$ cat src/rtl/rr_arbiter4_if.sv
// Request/grant bundle between four requesters and the round-robin arbiter.
// The master side drives requests and done; the slave side is the arbiter.
interface rr_arbiter4_if;
  logic [0:3] req;
  logic       done;
  logic [0:3] gnt;
  logic [0:1] gnt_idx;
  logic       busy;
  logic       timeout;

  modport master (output req, done, input gnt, gnt_idx, busy, timeout);
  modport slave  (input req, done, output gnt, gnt_idx, busy, timeout);
endinterface

$ cat src/rtl/rr_arbiter4.sv
// Four-way round-robin arbiter with a bounded hold time.
// One owner at a time; the grant ends on done, on the owner dropping its
// request, or when the hold counter reaches MAX_HOLD (flagged by timeout).
// Every output is a flop; the next-cycle values are computed combinationally.
module rr_arbiter4 #(
  parameter int MAX_HOLD = 15,
  parameter int CNT_W    = 4
) (
  input  logic         clk,
  input  logic         rst_n,
  rr_arbiter4_if.slave bus
);
  localparam int             NUM_REQ  = 4;
  localparam logic [CNT_W-1:0] HOLD_LIM = CNT_W'(MAX_HOLD);

  typedef enum logic {IDLE = 1'b0, GRANT = 1'b1} state_t;

  state_t           state, state_nxt;
  logic [CNT_W-1:0] hold_cnt, cnt_nxt;
  logic [1:0]       last_idx, last_nxt;
  logic [1:0]       idx_q, idx_nxt;
  logic [0:3]       gnt_q, gnt_nxt;
  logic             busy_q, busy_nxt;
  logic             to_q, to_nxt;

  logic       win_vld;
  logic [1:0] win_idx;
  logic [1:0] cand;
  logic       own_req;
  logic       at_lim;
  logic       rel;

  // Pick the first requester after last_idx in circular order; scanning from
  // the farthest candidate down lets the nearest one overwrite the result.
  always_comb begin
    win_vld = 1'b0;
    win_idx = 2'd0;
    cand    = 2'd0;
    for (int k = NUM_REQ; k >= 1; k--) begin
      cand = last_idx + 2'(k);
      if (bus.req[cand]) begin
        win_vld = 1'b1;
        win_idx = cand;
      end
    end
  end

  // Release conditions for the current owner.
  always_comb begin
    own_req = bus.req[idx_q];
    at_lim  = (hold_cnt == HOLD_LIM);
    rel     = bus.done | ~own_req | at_lim;
  end

  // Next-state logic: arbitration in IDLE, hold/release in GRANT.
  always_comb begin
    state_nxt = state;
    cnt_nxt   = hold_cnt;
    last_nxt  = last_idx;
    idx_nxt   = idx_q;
    case (state)
      IDLE: begin
        if (win_vld) begin
          state_nxt = GRANT;
          cnt_nxt   = CNT_W'(1);
          idx_nxt   = win_idx;
        end else begin
          idx_nxt   = 2'd0;
        end
      end
      GRANT: begin
        if (rel) begin
          state_nxt = IDLE;
          cnt_nxt   = '0;
          last_nxt  = idx_q;
          idx_nxt   = 2'd0;
        end else begin
          cnt_nxt   = hold_cnt + CNT_W'(1);
        end
      end
      default: begin
        state_nxt = IDLE;
        cnt_nxt   = '0;
        idx_nxt   = 2'd0;
      end
    endcase
  end

  // Output values for the next cycle: one-hot decode of the owner index, and
  // a timeout flag only when the limit alone forced the release.
  always_comb begin
    busy_nxt = (state_nxt == GRANT);
    gnt_nxt  = '0;
    for (int i = 0; i < NUM_REQ; i++)
      gnt_nxt[i] = busy_nxt && (idx_nxt == 2'(i));
    to_nxt   = (state == GRANT) && at_lim && !bus.done && own_req;
  end

  // State and output registers; reset leaves requester 0 with top priority.
  always_ff @(posedge clk or negedge rst_n) begin
    if (!rst_n) begin
      state    <= IDLE;
      hold_cnt <= '0;
      last_idx <= 2'b11;
      idx_q    <= 2'd0;
      gnt_q    <= '0;
      busy_q   <= 1'b0;
      to_q     <= 1'b0;
    end else begin
      state    <= state_nxt;
      hold_cnt <= cnt_nxt;
      last_idx <= last_nxt;
      idx_q    <= idx_nxt;
      gnt_q    <= gnt_nxt;
      busy_q   <= busy_nxt;
      to_q     <= to_nxt;
    end
  end

  assign bus.gnt     = gnt_q;
  assign bus.gnt_idx = idx_q;
  assign bus.busy    = busy_q;
  assign bus.timeout = to_q;
endmodule
$ cat src/flat_wrapper.sv
// flat-port wrapper written by rule: the top's interface ports become plain ports
module rr_arbiter4_flat 
#(
  parameter int MAX_HOLD = 15,
  parameter int CNT_W    = 4
)
  (clk, rst_n, bus_req, bus_done, bus_gnt, bus_gnt_idx, bus_busy, bus_timeout);
  rr_arbiter4_if bus_i ();
  input  logic clk;
  input  logic rst_n;
  input wire logic [$bits(bus_i.req)-1:0] bus_req;
  input wire logic [$bits(bus_i.done)-1:0] bus_done;
  output wire logic [$bits(bus_i.gnt)-1:0] bus_gnt;
  output wire logic [$bits(bus_i.gnt_idx)-1:0] bus_gnt_idx;
  output wire logic [$bits(bus_i.busy)-1:0] bus_busy;
  output wire logic [$bits(bus_i.timeout)-1:0] bus_timeout;
  assign bus_i.req = bus_req;
  assign bus_i.done = bus_done;
  assign bus_gnt = bus_i.gnt;
  assign bus_gnt_idx = bus_i.gnt_idx;
  assign bus_busy = bus_i.busy;
  assign bus_timeout = bus_i.timeout;
  rr_arbiter4 #(.MAX_HOLD(MAX_HOLD), .CNT_W(CNT_W)) u_core (.clk(clk), .rst_n(rst_n), .bus(bus_i));
endmodule
$ cat config.mk
export PLATFORM = sky130hd
export DESIGN_NAME = rr_arbiter4_flat
export DESIGN_NICKNAME = d
export VERILOG_FILES = /design/src/rtl/rr_arbiter4_if.sv /design/src/rtl/rr_arbiter4.sv /design/src/flat_wrapper.sv
export SDC_FILE = /design/constraint.sdc
export NUM_CORES = 1
export LEC_CHECK = 0
export ABC_AREA = 1
export BUFFER_PORTS_ARGS = -buffer_cell sky130_fd_sc_hd__buf_2
export CAP_MARGIN = 20
export CORE_MARGIN = 2
export CORE_UTILIZATION = 45
export CTS_CLUSTER_DIAMETER = 50
export DETAILED_ROUTE_END_ITERATION = 10
export GPL_ROUTABILITY_DRIVEN = 1
export PLACE_DENSITY = 0.67
export SYNTH_ARGS = -nofsm -noshare
export SYNTH_HDL_FRONTEND = slang
export SYNTH_SLANG_ARGS = --single-unit
$ cat constraint.sdc
create_clock -name clk -period 1.8 [get_ports clk]
set_input_delay 0.09 -clock clk [delete_from_list [all_inputs] [get_ports clk]]
set_output_delay 0.09 -clock clk [all_outputs]
set_load 0.1 [all_outputs]
==> results of run 1 <==
[worst min-delay path by stage]
| stage | from | end | slack, ns | depth (start not counted) |
|---|---|---|---|---|
| after floorplan | rst_n | u_core.bus.gnt[0] | -0.21 | 0 |
| after global placement | rst_n | u_core.bus.timeout | -0.004 | 1 |
| after detailed placement | rst_n | u_core.hold_cnt[2] | -0.002 | 1 |
| after CTS | bus_done | u_core.bus.timeout | 0.13 | 4 |
| after global routing | bus_done | u_core.bus.timeout | 0.14 | 4 |
| final | bus_done | u_core.bus.timeout | 0.14 | 4 |
[critical path: cells and delay by family (launching register included)]
kind            cells  cell delay [ns]
compound gates      1             0.09
simple gates        8             0.64
buf+inv             1             0.07
flops               1             0.68
[metrics by stage]
stage               utilization  setup slack (ns)  hold slack, ns  area, µm²
finish                   0.5613            0.2001          0.1440      979.7
global route             0.5613           0.08907          0.1405      979.7
CTS                      0.5613            0.1997          0.1336      979.7
detailed placement       0.5348            0.2284       -0.002322      933.4
global placement         0.5348            0.2522       -0.004194      933.4
floorplan                     -           0.02744         -0.2056      843.3
[Yosys cell counts (2+ instances only)]
| master | instances | area share |
|---|---|---|
| sky130_fd_sc_hd__o21ai_0 | 5 | 0.030 |
| sky130_fd_sc_hd__dfrtp_1 | 12 | 0.36 |
| sky130_fd_sc_hd__nand2_1 | 36 | 0.16 |
| sky130_fd_sc_hd__nand3_1 | 13 | 0.077 |
| sky130_fd_sc_hd__inv_1 | 15 | 0.067 |
| sky130_fd_sc_hd__nor2_1 | 7 | 0.031 |
| sky130_fd_sc_hd__o21ai_2 | 2 | 0.021 |
| sky130_fd_sc_hd__nand2_2 | 6 | 0.045 |
| sky130_fd_sc_hd__dfstp_2 | 2 | 0.062 |
| sky130_fd_sc_hd__a21oi_1 | 4 | 0.024 |
[cell usage in the layout, fill, tap and decap left out, types with 2 or more instances in the layout]
cell and n:
sky130_fd_sc_hd__o21ai_0 5, sky130_fd_sc_hd__nand3_1 13, sky130_fd_sc_hd__nand2_1 36, sky130_fd_sc_hd__clkbuf_4 3, sky130_fd_sc_hd__a21oi_1 4, sky130_fd_sc_hd__dfstp_2 2, sky130_fd_sc_hd__o21ai_2 2, sky130_fd_sc_hd__buf_2 14
sky130_fd_sc_hd__nor2_1 7, sky130_fd_sc_hd__nand2_2 6, sky130_fd_sc_hd__dfrtp_1 11, sky130_fd_sc_hd__inv_1 15
[cells by family (layout without fill, tap and decap cells)]
group	count (synthesis)	in the layout	share of synthesized area
adders and majority gates	1	1	0.01486
and+or+nand+nor	67	67	0.3626
DFF	14	14	0.4190
buffers and inverters	17	35	0.09360
AOI/OAI and AO/OA	13	13	0.08915
xor gates and xnor gates	2	2	0.02081
[flip-flops by register name, indices dropped and copies added, names as in the netlist]
name and count:
u_core.state 1, u_core.last_idx 2, u_core.bus.gnt 4, u_core.hold_cnt 4, u_core.bus.timeout 1, u_core.bus.gnt_idx 2
[layout make-up]
type,count,area [µm²]
multi-input cells,83,410.4
inverters,16,67.56
flip-flops and latches,14,354.1
well taps,25,31.28
fillers,176,765.7
clock buffers,4,36.28
repair buffers,15,80.08
[per-layer routing]
metal | part of all wire | vias up | wire length, µm | global-route usage
li1 | - | 394 | - | -
met1 | 0.47 | 354 | 810 | 0.2265
met2 | 0.46 | 21 | 788 | 0.3054
met3 | 0.066 | 2 | 114 | 0.06154
met4 | 0.0029 | 0 | 5 | 0.03889
met5 | 0 | - | 0 | 0
==> flow_summary.html, run 1 <==
<table>
<tr><th>Metric</th><th>Value</th></tr>
<tr><th colspan="2">Critical path</th></tr>
<tr><td>Worst setup path category</td><td>reg -&gt; reg</td></tr>
<tr><td>CP Data Required Time</td><td>1.96 ns</td></tr>
<tr><td>Worst-path cell with the longest stage delay</td><td>sky130_fd_sc_hd__dfstp_2</td></tr>
<tr><td>Kind of end point of the critical path</td><td>flip-flop</td></tr>
<tr><td>Cell occurring most often along the worst timing path</td><td>sky130_fd_sc_hd__nand2_2</td></tr>
<tr><td>Number of cells on the worst reg-to-reg path</td><td>10</td></tr>
<tr><td>Reg2Reg Setup Slack</td><td>0.20 ns</td></tr>
<tr><td>Setup crit start</td><td>u_core.last_idx[0]</td></tr>
<tr><td>Delay of the slowest critical-path stage</td><td>0.68 ns</td></tr>
<tr><td>Worst Path Arrival</td><td>1.76 ns</td></tr>
<tr><td>Critical path fanouts, max</td><td>9</td></tr>
<tr><td>Cell-by-cell trace of the critical path</td><td>inv_8 -&gt; nand2_2 -&gt; nand2_1 -&gt; and2_1 -&gt; nand2_2 -&gt; nand2_2 -&gt; nor2_2 -&gt; nand2_1 -&gt; o21ai_2 -&gt; nor2_1</td></tr>
<tr><td>Critical Path End</td><td>u_core.bus.gnt[0]</td></tr>
<tr><td>Startpoint of the worst register-to-register path</td><td>u_core.last_idx[0]</td></tr>
<tr><td>Destination of the worst register-to-register timing path</td><td>u_core.bus.gnt[0]</td></tr>
<tr><td>Startpoint Class</td><td>flip-flop</td></tr>
<tr><th colspan="2">Placed design</th></tr>
<tr><td>Weighted congestion reported at the end of routability-driven placement</td><td>0.8401</td></tr>
<tr><td>Post-DP HPWL</td><td>1356 µm</td></tr>
<tr><td>Cell Count Post-Placement</td><td>152</td></tr>
<tr><td>Input/output buffers</td><td>14</td></tr>
<tr><th colspan="2">Drt</th></tr>
<tr><td>Via-to-Cell Ratio</td><td>4.911</td></tr>
<tr><td>Final antenna-violating net count</td><td>0</td></tr>
<tr><td>Detailed router's first-iteration violation count</td><td>17</td></tr>
<tr><td>Per-cell routed wire length</td><td>10.94 µm</td></tr>
<tr><td>Post-route DRC violation count</td><td>0</td></tr>
<tr><td>DR pass1 iterations</td><td>4</td></tr>
<tr><td>Wirelength, routed</td><td>1718 µm</td></tr>
<tr><td>Vias</td><td>771</td></tr>
<tr><th colspan="2">Clock network</th></tr>
<tr><td>Maximum buffer depth of the clock tree</td><td>2</td></tr>
<tr><td>Number of H-tree levels</td><td>1</td></tr>
<tr><td>Reg clk slew, reported paths</td><td>0.08 ns</td></tr>
<tr><td>CTS tree</td><td>built</td></tr>
<tr><td>Clock Latency Late Sink</td><td>0.28 ns</td></tr>
<tr><td>Number of clock sinks seen by CTS</td><td>14</td></tr>
<tr><td>Root Buffer</td><td>sky130_fd_sc_hd__clkbuf_4</td></tr>
<tr><td>Number of setup buffers added after CTS</td><td>0</td></tr>
<tr><td>CTS Buf Count</td><td>3</td></tr>
<tr><td>Count of hold-fix buffers inserted at cts</td><td>1</td></tr>
<tr><td>Post-cts sizing count</td><td>0</td></tr>
<tr><th colspan="2">Timing</th></tr>
<tr><td>Number of pins exceeding their max-slew limit in the final report</td><td>0</td></tr>
<tr><td>F_max</td><td>625.0 MHz</td></tr>
<tr><td>Crit path time final</td><td>1.600 ns</td></tr>
<tr><td>Portion of the clock cycle consumed by the worst path in the final layout</td><td>0.8888</td></tr>
<tr><td>Worst Skew</td><td>0.003293 ns</td></tr>
<tr><td>Setup_tns</td><td>0 ns</td></tr>
<tr><td>Setup Viol. Count Final</td><td>0</td></tr>
<tr><td>Worst-margin pin slew</td><td>0.4912 ns</td></tr>
<tr><td>Hold Vio Cnt, Final</td><td>0</td></tr>
<tr><td>Setup repair after global routing missed its margin</td><td>false</td></tr>
<tr><td>Slew headroom</td><td>0.6748</td></tr>
<tr><th colspan="2">Finish</th></tr>
<tr><td>Number of nets in the layout</td><td>141</td></tr>
<tr><td>ANT cells</td><td>0</td></tr>
<tr><td>Share of layout cells above drive strength 1</td><td>0.2500</td></tr>
<tr><td>Final cell count without fillers</td><td>157</td></tr>
<tr><td>Area delta synth-&gt;final</td><td>16.34%</td></tr>
<tr><th colspan="2">Synth</th></tr>
<tr><td>Cell count after synthesis</td><td>114</td></tr>
<tr><td>Number of synthesized flops with an enable pin</td><td>0</td></tr>
<tr><td>Average footprint of a synthesized cell</td><td>7.386 µm²</td></tr>
<tr><td>Number of distinct library cells after synthesis</td><td>22</td></tr>
<tr><td>Sequential area share after synthesis</td><td>0.4190</td></tr>
<tr><td>Post-synthesis sequential element count</td><td>14</td></tr>
<tr><td>Mapped Area</td><td>842.1 µm²</td></tr>
<tr><td>Count of yosys warnings during synthesis</td><td>0</td></tr>
<tr><td>Share of flip-flops with an asynchronous set or reset</td><td>1.000</td></tr>
<tr><td>Syn nets</td><td>122</td></tr>
<tr><td>Most used DFF post-synth</td><td>sky130_fd_sc_hd__dfrtp_1</td></tr>
<tr><th colspan="2">Floorplanning</th></tr>
<tr><td>Floorplan row count</td><td>15</td></tr>
<tr><td>Number of placed I/O pins</td><td>15</td></tr>
<tr><td>Initial Util</td><td>0.4824</td></tr>
<tr><td>Die span in y</td><td>47.26 µm</td></tr>
<tr><td>Die Outline Area</td><td>2233 µm²</td></tr>
<tr><td>Die width</td><td>47.26 µm</td></tr>
<tr><td>Core area</td><td>1745 µm²</td></tr>
<tr><th colspan="2">Global routing</th></tr>
<tr><td>Wire length of the first global-routing pass</td><td>2856 µm</td></tr>
<tr><td>Sum of overflow across all layers after global routing</td><td>0</td></tr>
<tr><td>Largest net degree at the start of global routing</td><td>15</td></tr>
<tr><td>Antenna violations before repair</td><td>0</td></tr>
<tr><td>GRT Util Overall</td><td>0.1818</td></tr>
<tr><td>Vias in the first global route</td><td>713</td></tr>
<tr><th colspan="2">Job</th></tr>
<tr><td>Maximum capacitance violations</td><td>0</td></tr>
<tr><th colspan="2">Status</th></tr>
<tr><td>Status</td><td>finished clean</td></tr>
<tr><th colspan="2">Worst hold path</th></tr>
<tr><td>Hold Crit Class</td><td>in -&gt; reg</td></tr>
</table>
Power of run 1 is not shown: default switching activity piles up to over one toggle a cycle in this logic, so the estimate is an artifact.
==> run 2: changes to the inputs <==
CORE_ASPECT_RATIO = 0.75   (was default)
==> run 2 against run 1 <==
Via count up 0.52%. Sequential cell count did not move. Worst setup slack lost 0.030 ns. Count of clock-buffer cells in the layout did not move. Routed wire length grew 4.0%. Non-clock buffer count unchanged. First-iteration DRC count is 47% higher. Die area increased by 0.17%.
==> flow_summary.html, run 2 (same netlist as run 1, synthesis figures left out) <==
<table>
<tr><th>Metric</th><th>Value</th></tr>
<tr><th colspan="2">Placed design</th></tr>
<tr><td>Cell Count Post-Placement</td><td>149</td></tr>
<tr><td>Post-DP HPWL</td><td>1402 µm</td></tr>
<tr><td>Input/output buffers</td><td>14</td></tr>
<tr><td>Weighted congestion reported at the end of routability-driven placement</td><td>0.8779</td></tr>
<tr><th colspan="2">Finish</th></tr>
<tr><td>Commonest non-fill, non-tap cells in the layout</td><td>sky130_fd_sc_hd__nand2_1, sky130_fd_sc_hd__inv_1, sky130_fd_sc_hd__buf_2</td></tr>
<tr><td>Final cell count without fillers</td><td>154</td></tr>
<tr><td>Number of nets in the layout</td><td>141</td></tr>
<tr><td>Area delta synth-&gt;final</td><td>15.90%</td></tr>
<tr><td>Share of layout cells above drive strength 1</td><td>0.2500</td></tr>
<tr><td>ANT cells</td><td>0</td></tr>
<tr><td>Leading cell type in the layout, fill and taps excluded</td><td>sky130_fd_sc_hd__nand2_1</td></tr>
<tr><th colspan="2">Timing</th></tr>
<tr><td>Worst hold-check slack</td><td>0.1465 ns</td></tr>
<tr><td>Crit path time final</td><td>1.630 ns</td></tr>
<tr><td>Setup Viol. Count Final</td><td>0</td></tr>
<tr><td>Setup_tns</td><td>0 ns</td></tr>
<tr><td>Slew headroom</td><td>0.6784</td></tr>
<tr><td>Worst-margin pin slew</td><td>0.4857 ns</td></tr>
<tr><td>Hold Vio Cnt, Final</td><td>0</td></tr>
<tr><td>Worst Skew</td><td>0.005337 ns</td></tr>
<tr><td>Number of pins exceeding their max-slew limit in the final report</td><td>0</td></tr>
<tr><td>Portion of the clock cycle consumed by the worst path in the final layout</td><td>0.9054</td></tr>
<tr><td>F_max</td><td>613.6 MHz</td></tr>
<tr><td>Setup repair after global routing missed its margin</td><td>false</td></tr>
<tr><th colspan="2">Clock network</th></tr>
<tr><td>Root Buffer</td><td>sky130_fd_sc_hd__clkbuf_4</td></tr>
<tr><td>Reg clk slew, reported paths</td><td>0.08 ns</td></tr>
<tr><td>CTS Buf Count</td><td>3</td></tr>
<tr><td>Number of H-tree levels</td><td>1</td></tr>
<tr><td>Maximum buffer depth of the clock tree</td><td>2</td></tr>
<tr><td>Clock Latency Late Sink</td><td>0.28 ns</td></tr>
<tr><td>CTS tree</td><td>built</td></tr>
<tr><td>Number of setup buffers added after CTS</td><td>0</td></tr>
<tr><td>Number of clock sinks seen by CTS</td><td>14</td></tr>
<tr><th colspan="2">Job</th></tr>
<tr><td>Maximum capacitance violations</td><td>0</td></tr>
<tr><th colspan="2">Drt</th></tr>
<tr><td>Via-to-Cell Ratio</td><td>5.032</td></tr>
<tr><td>Final antenna-violating net count</td><td>0</td></tr>
<tr><td>Post-route DRC violation count</td><td>0</td></tr>
<tr><td>Vias</td><td>775</td></tr>
<tr><td>DR pass1 iterations</td><td>4</td></tr>
<tr><td>Per-cell routed wire length</td><td>11.60 µm</td></tr>
<tr><td>Wirelength, routed</td><td>1786 µm</td></tr>
<tr><td>Detailed router's first-iteration violation count</td><td>25</td></tr>
<tr><th colspan="2">Global routing</th></tr>
<tr><td>Wire length of the first global-routing pass</td><td>3091 µm</td></tr>
<tr><td>Vias in the first global route</td><td>696</td></tr>
<tr><td>GRT Util Overall</td><td>0.1911</td></tr>
<tr><td>Antenna violations before repair</td><td>0</td></tr>
<tr><td>Largest net degree at the start of global routing</td><td>15</td></tr>
<tr><td>Sum of overflow across all layers after global routing</td><td>0</td></tr>
<tr><th colspan="2">Critical path</th></tr>
<tr><td>Worst Path Arrival</td><td>1.79 ns</td></tr>
<tr><td>Kind of end point of the critical path</td><td>flip-flop</td></tr>
<tr><td>Number of cells on the worst reg-to-reg path</td><td>9</td></tr>
<tr><td>Delay of the slowest critical-path stage</td><td>0.69 ns</td></tr>
<tr><td>Cell-by-cell trace of the critical path</td><td>inv_8 -&gt; nand2_2 -&gt; nand2_2 -&gt; nand2_1 -&gt; nand2_1 -&gt; nor2_1 -&gt; nand2_1 -&gt; a21oi_1 -&gt; a21oi_1</td></tr>
<tr><td>Critical path fanouts, max</td><td>9</td></tr>
<tr><td>Worst-path cell with the longest stage delay</td><td>sky130_fd_sc_hd__dfstp_2</td></tr>
<tr><td>Startpoint of the worst register-to-register path</td><td>u_core.last_idx[0]</td></tr>
<tr><td>Startpoint Class</td><td>flip-flop</td></tr>
<tr><td>Worst setup path category</td><td>reg -&gt; reg</td></tr>
<tr><td>Setup crit start</td><td>u_core.last_idx[0]</td></tr>
<tr><td>Reg2Reg Setup Slack</td><td>0.17 ns</td></tr>
<tr><td>Destination of the worst register-to-register timing path</td><td>u_core.bus.gnt[3]</td></tr>
<tr><td>CP Data Required Time</td><td>1.96 ns</td></tr>
<tr><td>Cell occurring most often along the worst timing path</td><td>sky130_fd_sc_hd__nand2_1</td></tr>
<tr><th colspan="2">Worst hold path</th></tr>
<tr><td>Hold wc startpoint</td><td>bus_done</td></tr>
<tr><td>Hold Crit Class</td><td>in -&gt; reg</td></tr>
<tr><td>Capture endpoint of the worst hold path</td><td>u_core.bus.timeout</td></tr>
<tr><td>Hold-critical path depth</td><td>4</td></tr>
<tr><th colspan="2">Floorplanning</th></tr>
<tr><td>Core area</td><td>1740 µm²</td></tr>
<tr><td>Die Outline Area</td><td>2237 µm²</td></tr>
<tr><td>Die width</td><td>53.95 µm</td></tr>
<tr><td>Initial Util</td><td>0.4838</td></tr>
<tr><td>Floorplan row count</td><td>13</td></tr>
<tr><td>Die span in y</td><td>41.46 µm</td></tr>
<tr><td>Number of placed I/O pins</td><td>15</td></tr>
<tr><th colspan="2">Status</th></tr>
<tr><td>Status</td><td>finished clean</td></tr>
</table>
-- run 2: cell counts in the layout (fill, tap and decap cells not counted) --
No cell type changed its count.
-- run 2: critical path: cells and delay by family, from the launching register on --
| kind | cells | cell delay (ns) |
|---|---|---|
| AOI/OAI and AO/OA | 2 | 0.29 |
| buffers and inverters | 1 | 0.06 |
| DFF | 1 | 0.69 |
| and+or+nand+nor | 6 | 0.47 |
-- run 2: timing repair --
| item | 4_1_cts | 5_1_grt |
|---|---|---|
| endpoints found under the setup margin | 0 | 0 |
| gates resized for setup | 0 | 0 |
| hold buffers | 1 | 0 |
| endpoints found under the hold margin | 14 | 0 |
-- run 2: how the worst max path moves through the flow --
stage	endpoint
after CTS	u_core.bus.gnt[3]
after floorplan	u_core.bus.gnt[2]
final	u_core.bus.gnt[3]
after detailed placement	u_core.bus.gnt[0]
after global placement	u_core.bus.gnt[0]
after global routing	u_core.bus.gnt[3]
-- run 2: stage by stage --
stage,instance area [µm²],utilization,setup slack [ns]
4_1_cts,975.9,0.5607,0.1755
5_1_grt,975.9,0.5607,0.001001
6_report,975.9,0.5607,0.1703
2_1_floorplan,843.3,-,0.02744
3_5_place_dp,929.6,0.5341,0.1863
3_3_place_gp,929.6,0.5341,0.1961
-- run 2: metal layers --
layer,routed length [µm],vias to the layer above,track usage
met5,0,-,0
met4,15,0,0.04615
met1,911,347,0.3052
li1,-,403,-
met3,134,2,0.06835
met2,724,23,0.2415
-- run 2: layout make-up --
type                       count  area [µm²]
clock buffer                   4       36.28
timing repair buffer          15       80.08
sequential                    14       354.1
multi-input combinational     83       410.4
inverter                      16       67.56
fill                         166       764.5
tap                           22       27.53
Power of run 2 is left out for the same reason.
==> run 3: changes to the inputs <==
CORE_ASPECT_RATIO = default   (was 0.75)
CORE_UTILIZATION = 53   (was 45)
PLACE_DENSITY = 0.76   (was 0.67)
SLEW_MARGIN = 10   (was default)
==> run 3 against run 2 <==
Worst hold slack worse by 0.026 ns. Design area shrank 0.77%. Clock skew decreased by 0.0035 ns. Final cell count shrank 3.9%. Worst setup slack improved by 0.047 ns. Via count shrank 0.65%. Register-to-register slack gained 0.05 ns. Die area decreased by 14%. Critical path type unchanged. Largest cell class unchanged.
==> flow_summary.html, run 3 (same netlist as run 1, synthesis figures left out) <==
<table>
<tr><th>Metric</th><th>Value</th></tr>
<tr><th colspan="2">Status</th></tr>
<tr><td>Status</td><td>finished clean</td></tr>
<tr><th colspan="2">Drt</th></tr>
<tr><td>Via-to-Cell Ratio</td><td>5.203</td></tr>
<tr><td>Post-route DRC violation count</td><td>0</td></tr>
<tr><td>Wirelength, routed</td><td>1627 µm</td></tr>
<tr><td>Vias</td><td>770</td></tr>
<tr><td>DR pass1 iterations</td><td>5</td></tr>
<tr><td>Detailed router's first-iteration violation count</td><td>21</td></tr>
<tr><td>Final antenna-violating net count</td><td>0</td></tr>
<tr><td>Per-cell routed wire length</td><td>10.99 µm</td></tr>
<tr><th colspan="2">Critical path</th></tr>
<tr><td>Number of cells on the worst reg-to-reg path</td><td>10</td></tr>
<tr><td>Critical path fanouts, max</td><td>9</td></tr>
<tr><td>Cell-by-cell trace of the critical path</td><td>inv_8 -&gt; nand2_2 -&gt; nand2_1 -&gt; and2_1 -&gt; nand2_2 -&gt; nand2_2 -&gt; nor2_2 -&gt; nand2_1 -&gt; o21ai_2 -&gt; nor2_1</td></tr>
<tr><td>Worst-path cell with the longest stage delay</td><td>sky130_fd_sc_hd__dfstp_2</td></tr>
<tr><td>Top Family by Delay on Critical Path</td><td>simple AND/OR/NAND/NOR gates</td></tr>
<tr><td>Worst setup path category</td><td>reg -&gt; reg</td></tr>
<tr><td>Startpoint Class</td><td>flip-flop</td></tr>
<tr><td>Delay of the slowest critical-path stage</td><td>0.67 ns</td></tr>
<tr><td>CP Buf/Inv Count</td><td>1</td></tr>
<tr><td>Worst Path Arrival</td><td>1.76 ns</td></tr>
<tr><td>Kind of end point of the critical path</td><td>flip-flop</td></tr>
<tr><td>Critical path depth in cells</td><td>10</td></tr>
<tr><td>CP Data Required Time</td><td>1.97 ns</td></tr>
<tr><td>Cell occurring most often along the worst timing path</td><td>sky130_fd_sc_hd__nand2_2</td></tr>
<tr><th colspan="2">Clock network</th></tr>
<tr><td>Root Buffer</td><td>sky130_fd_sc_hd__clkbuf_4</td></tr>
<tr><td>CTS Buf Count</td><td>3</td></tr>
<tr><td>Clock Latency Late Sink</td><td>0.28 ns</td></tr>
<tr><td>CTS tree</td><td>built</td></tr>
<tr><td>Number of setup buffers added after CTS</td><td>0</td></tr>
<tr><td>Maximum buffer depth of the clock tree</td><td>2</td></tr>
<tr><td>Post-cts sizing count</td><td>0</td></tr>
<tr><td>Number of clock sinks seen by CTS</td><td>14</td></tr>
<tr><td>Number of H-tree levels</td><td>1</td></tr>
<tr><td>Count of hold-fix buffers inserted at cts</td><td>1</td></tr>
<tr><td>Reg clk slew, reported paths</td><td>0.08 ns</td></tr>
<tr><th colspan="2">Floorplanning</th></tr>
<tr><td>Die Outline Area</td><td>1924 µm²</td></tr>
<tr><td>Floorplan row count</td><td>14</td></tr>
<tr><td>Number of placed I/O pins</td><td>15</td></tr>
<tr><td>Die width</td><td>43.86 µm</td></tr>
<tr><td>Die span in y</td><td>43.86 µm</td></tr>
<tr><td>Initial Util</td><td>0.5590</td></tr>
<tr><td>Core area</td><td>1506 µm²</td></tr>
<tr><th colspan="2">Timing</th></tr>
<tr><td>Number of pins exceeding their max-slew limit in the final report</td><td>0</td></tr>
<tr><td>Slew headroom</td><td>0.6790</td></tr>
<tr><td>Worst hold-check slack</td><td>0.1205 ns</td></tr>
<tr><td>F_max</td><td>632.0 MHz</td></tr>
<tr><td>Setup_tns</td><td>0 ns</td></tr>
<tr><td>Worst-margin pin slew</td><td>0.4848 ns</td></tr>
<tr><td>Setup repair after global routing missed its margin</td><td>false</td></tr>
<tr><td>Portion of the clock cycle consumed by the worst path in the final layout</td><td>0.8791</td></tr>
<tr><td>Setup Viol. Count Final</td><td>0</td></tr>
<tr><td>Worst Skew</td><td>0.001818 ns</td></tr>
<tr><td>Crit path time final</td><td>1.582 ns</td></tr>
<tr><td>Hold Vio Cnt, Final</td><td>0</td></tr>
<tr><th colspan="2">Job</th></tr>
<tr><td>Maximum capacitance violations</td><td>0</td></tr>
<tr><th colspan="2">Finish</th></tr>
<tr><td>ANT cells</td><td>0</td></tr>
<tr><td>Area delta synth-&gt;final</td><td>15.01%</td></tr>
<tr><td>Leading cell type in the layout, fill and taps excluded</td><td>sky130_fd_sc_hd__nand2_1</td></tr>
<tr><td>Commonest non-fill, non-tap cells in the layout</td><td>sky130_fd_sc_hd__nand2_1, sky130_fd_sc_hd__inv_1, sky130_fd_sc_hd__buf_2</td></tr>
<tr><td>Number of nets in the layout</td><td>141</td></tr>
<tr><td>Share of layout cells above drive strength 1</td><td>0.2500</td></tr>
<tr><td>Final core occ</td><td>0.6429</td></tr>
<tr><th colspan="2">Global routing</th></tr>
<tr><td>Largest net degree at the start of global routing</td><td>15</td></tr>
<tr><td>Antenna violations before repair</td><td>0</td></tr>
<tr><td>Sum of overflow across all layers after global routing</td><td>0</td></tr>
<tr><td>Wire length of the first global-routing pass</td><td>2642 µm</td></tr>
<tr><td>Vias in the first global route</td><td>668</td></tr>
<tr><td>GRT Util Overall</td><td>0.1843</td></tr>
<tr><th colspan="2">Placed design</th></tr>
<tr><td>Weighted congestion reported at the end of routability-driven placement</td><td>0.8225</td></tr>
<tr><td>Input/output buffers</td><td>14</td></tr>
<tr><td>Post-DP HPWL</td><td>1300 µm</td></tr>
<tr><th colspan="2">Worst hold path</th></tr>
<tr><td>Hold Crit Class</td><td>in -&gt; reg</td></tr>
<tr><td>Hold-critical path depth</td><td>4</td></tr>
</table>
run 3: cell counts in the layout (fill, tap and decap cells not counted):
Identical to the previous run, type by type.
run 3: per-layer routing:
metal	track usage	vias to the layer above	share of wire
met5	0	-	0
li1	-	402	-
met4	0.05455	0	0.013
met2	0.2882	34	0.44
met3	0.03333	3	0.068
met1	0.2606	331	0.48
run 3: final cells by class:
cell class	count	area, µm²
Multi-Input combinational cell	83	410.4
Timing Repair Buffer	15	80.08
Inverter	16	67.56
Sequential cell	14	354.1
Clock buffer	4	36.28
Tap cell	16	20.02
Fill cell	142	538.0
run 3: tightest hold or removal path, stage by stage:
cell	delay [ns]
sky130_fd_sc_hd__buf_2	0.07
sky130_fd_sc_hd__inv_1	0.06
sky130_fd_sc_hd__nand3_1	0.10
sky130_fd_sc_hd__nor2_1	0.04
run 3: per-stage QoR:
stage	instances	setup slack (ns)	area, µm²
floorplan	114	0.02744	843.3
CTS	148	0.2179	968.4
detailed placement	143	0.2276	922.1
finish	148	0.2176	968.4
global placement	143	0.2699	922.1
global route	148	0.1007	968.4
run 3: final timing paths:
check                                    from                  to  slack (ns)
max                        u_core.last_idx[0]   u_core.bus.gnt[0]        0.22
min                                  bus_done  u_core.bus.timeout        0.12
max reg2reg                u_core.last_idx[0]   u_core.bus.gnt[0]        0.22
min reg2reg                u_core.last_idx[1]  u_core.last_idx[1]        0.53
max in group asynchronous               rst_n  u_core.last_idx[0]        1.29
min in group asynchronous               rst_n  u_core.hold_cnt[2]        0.22
Power of run 3 is left out for the same reason.
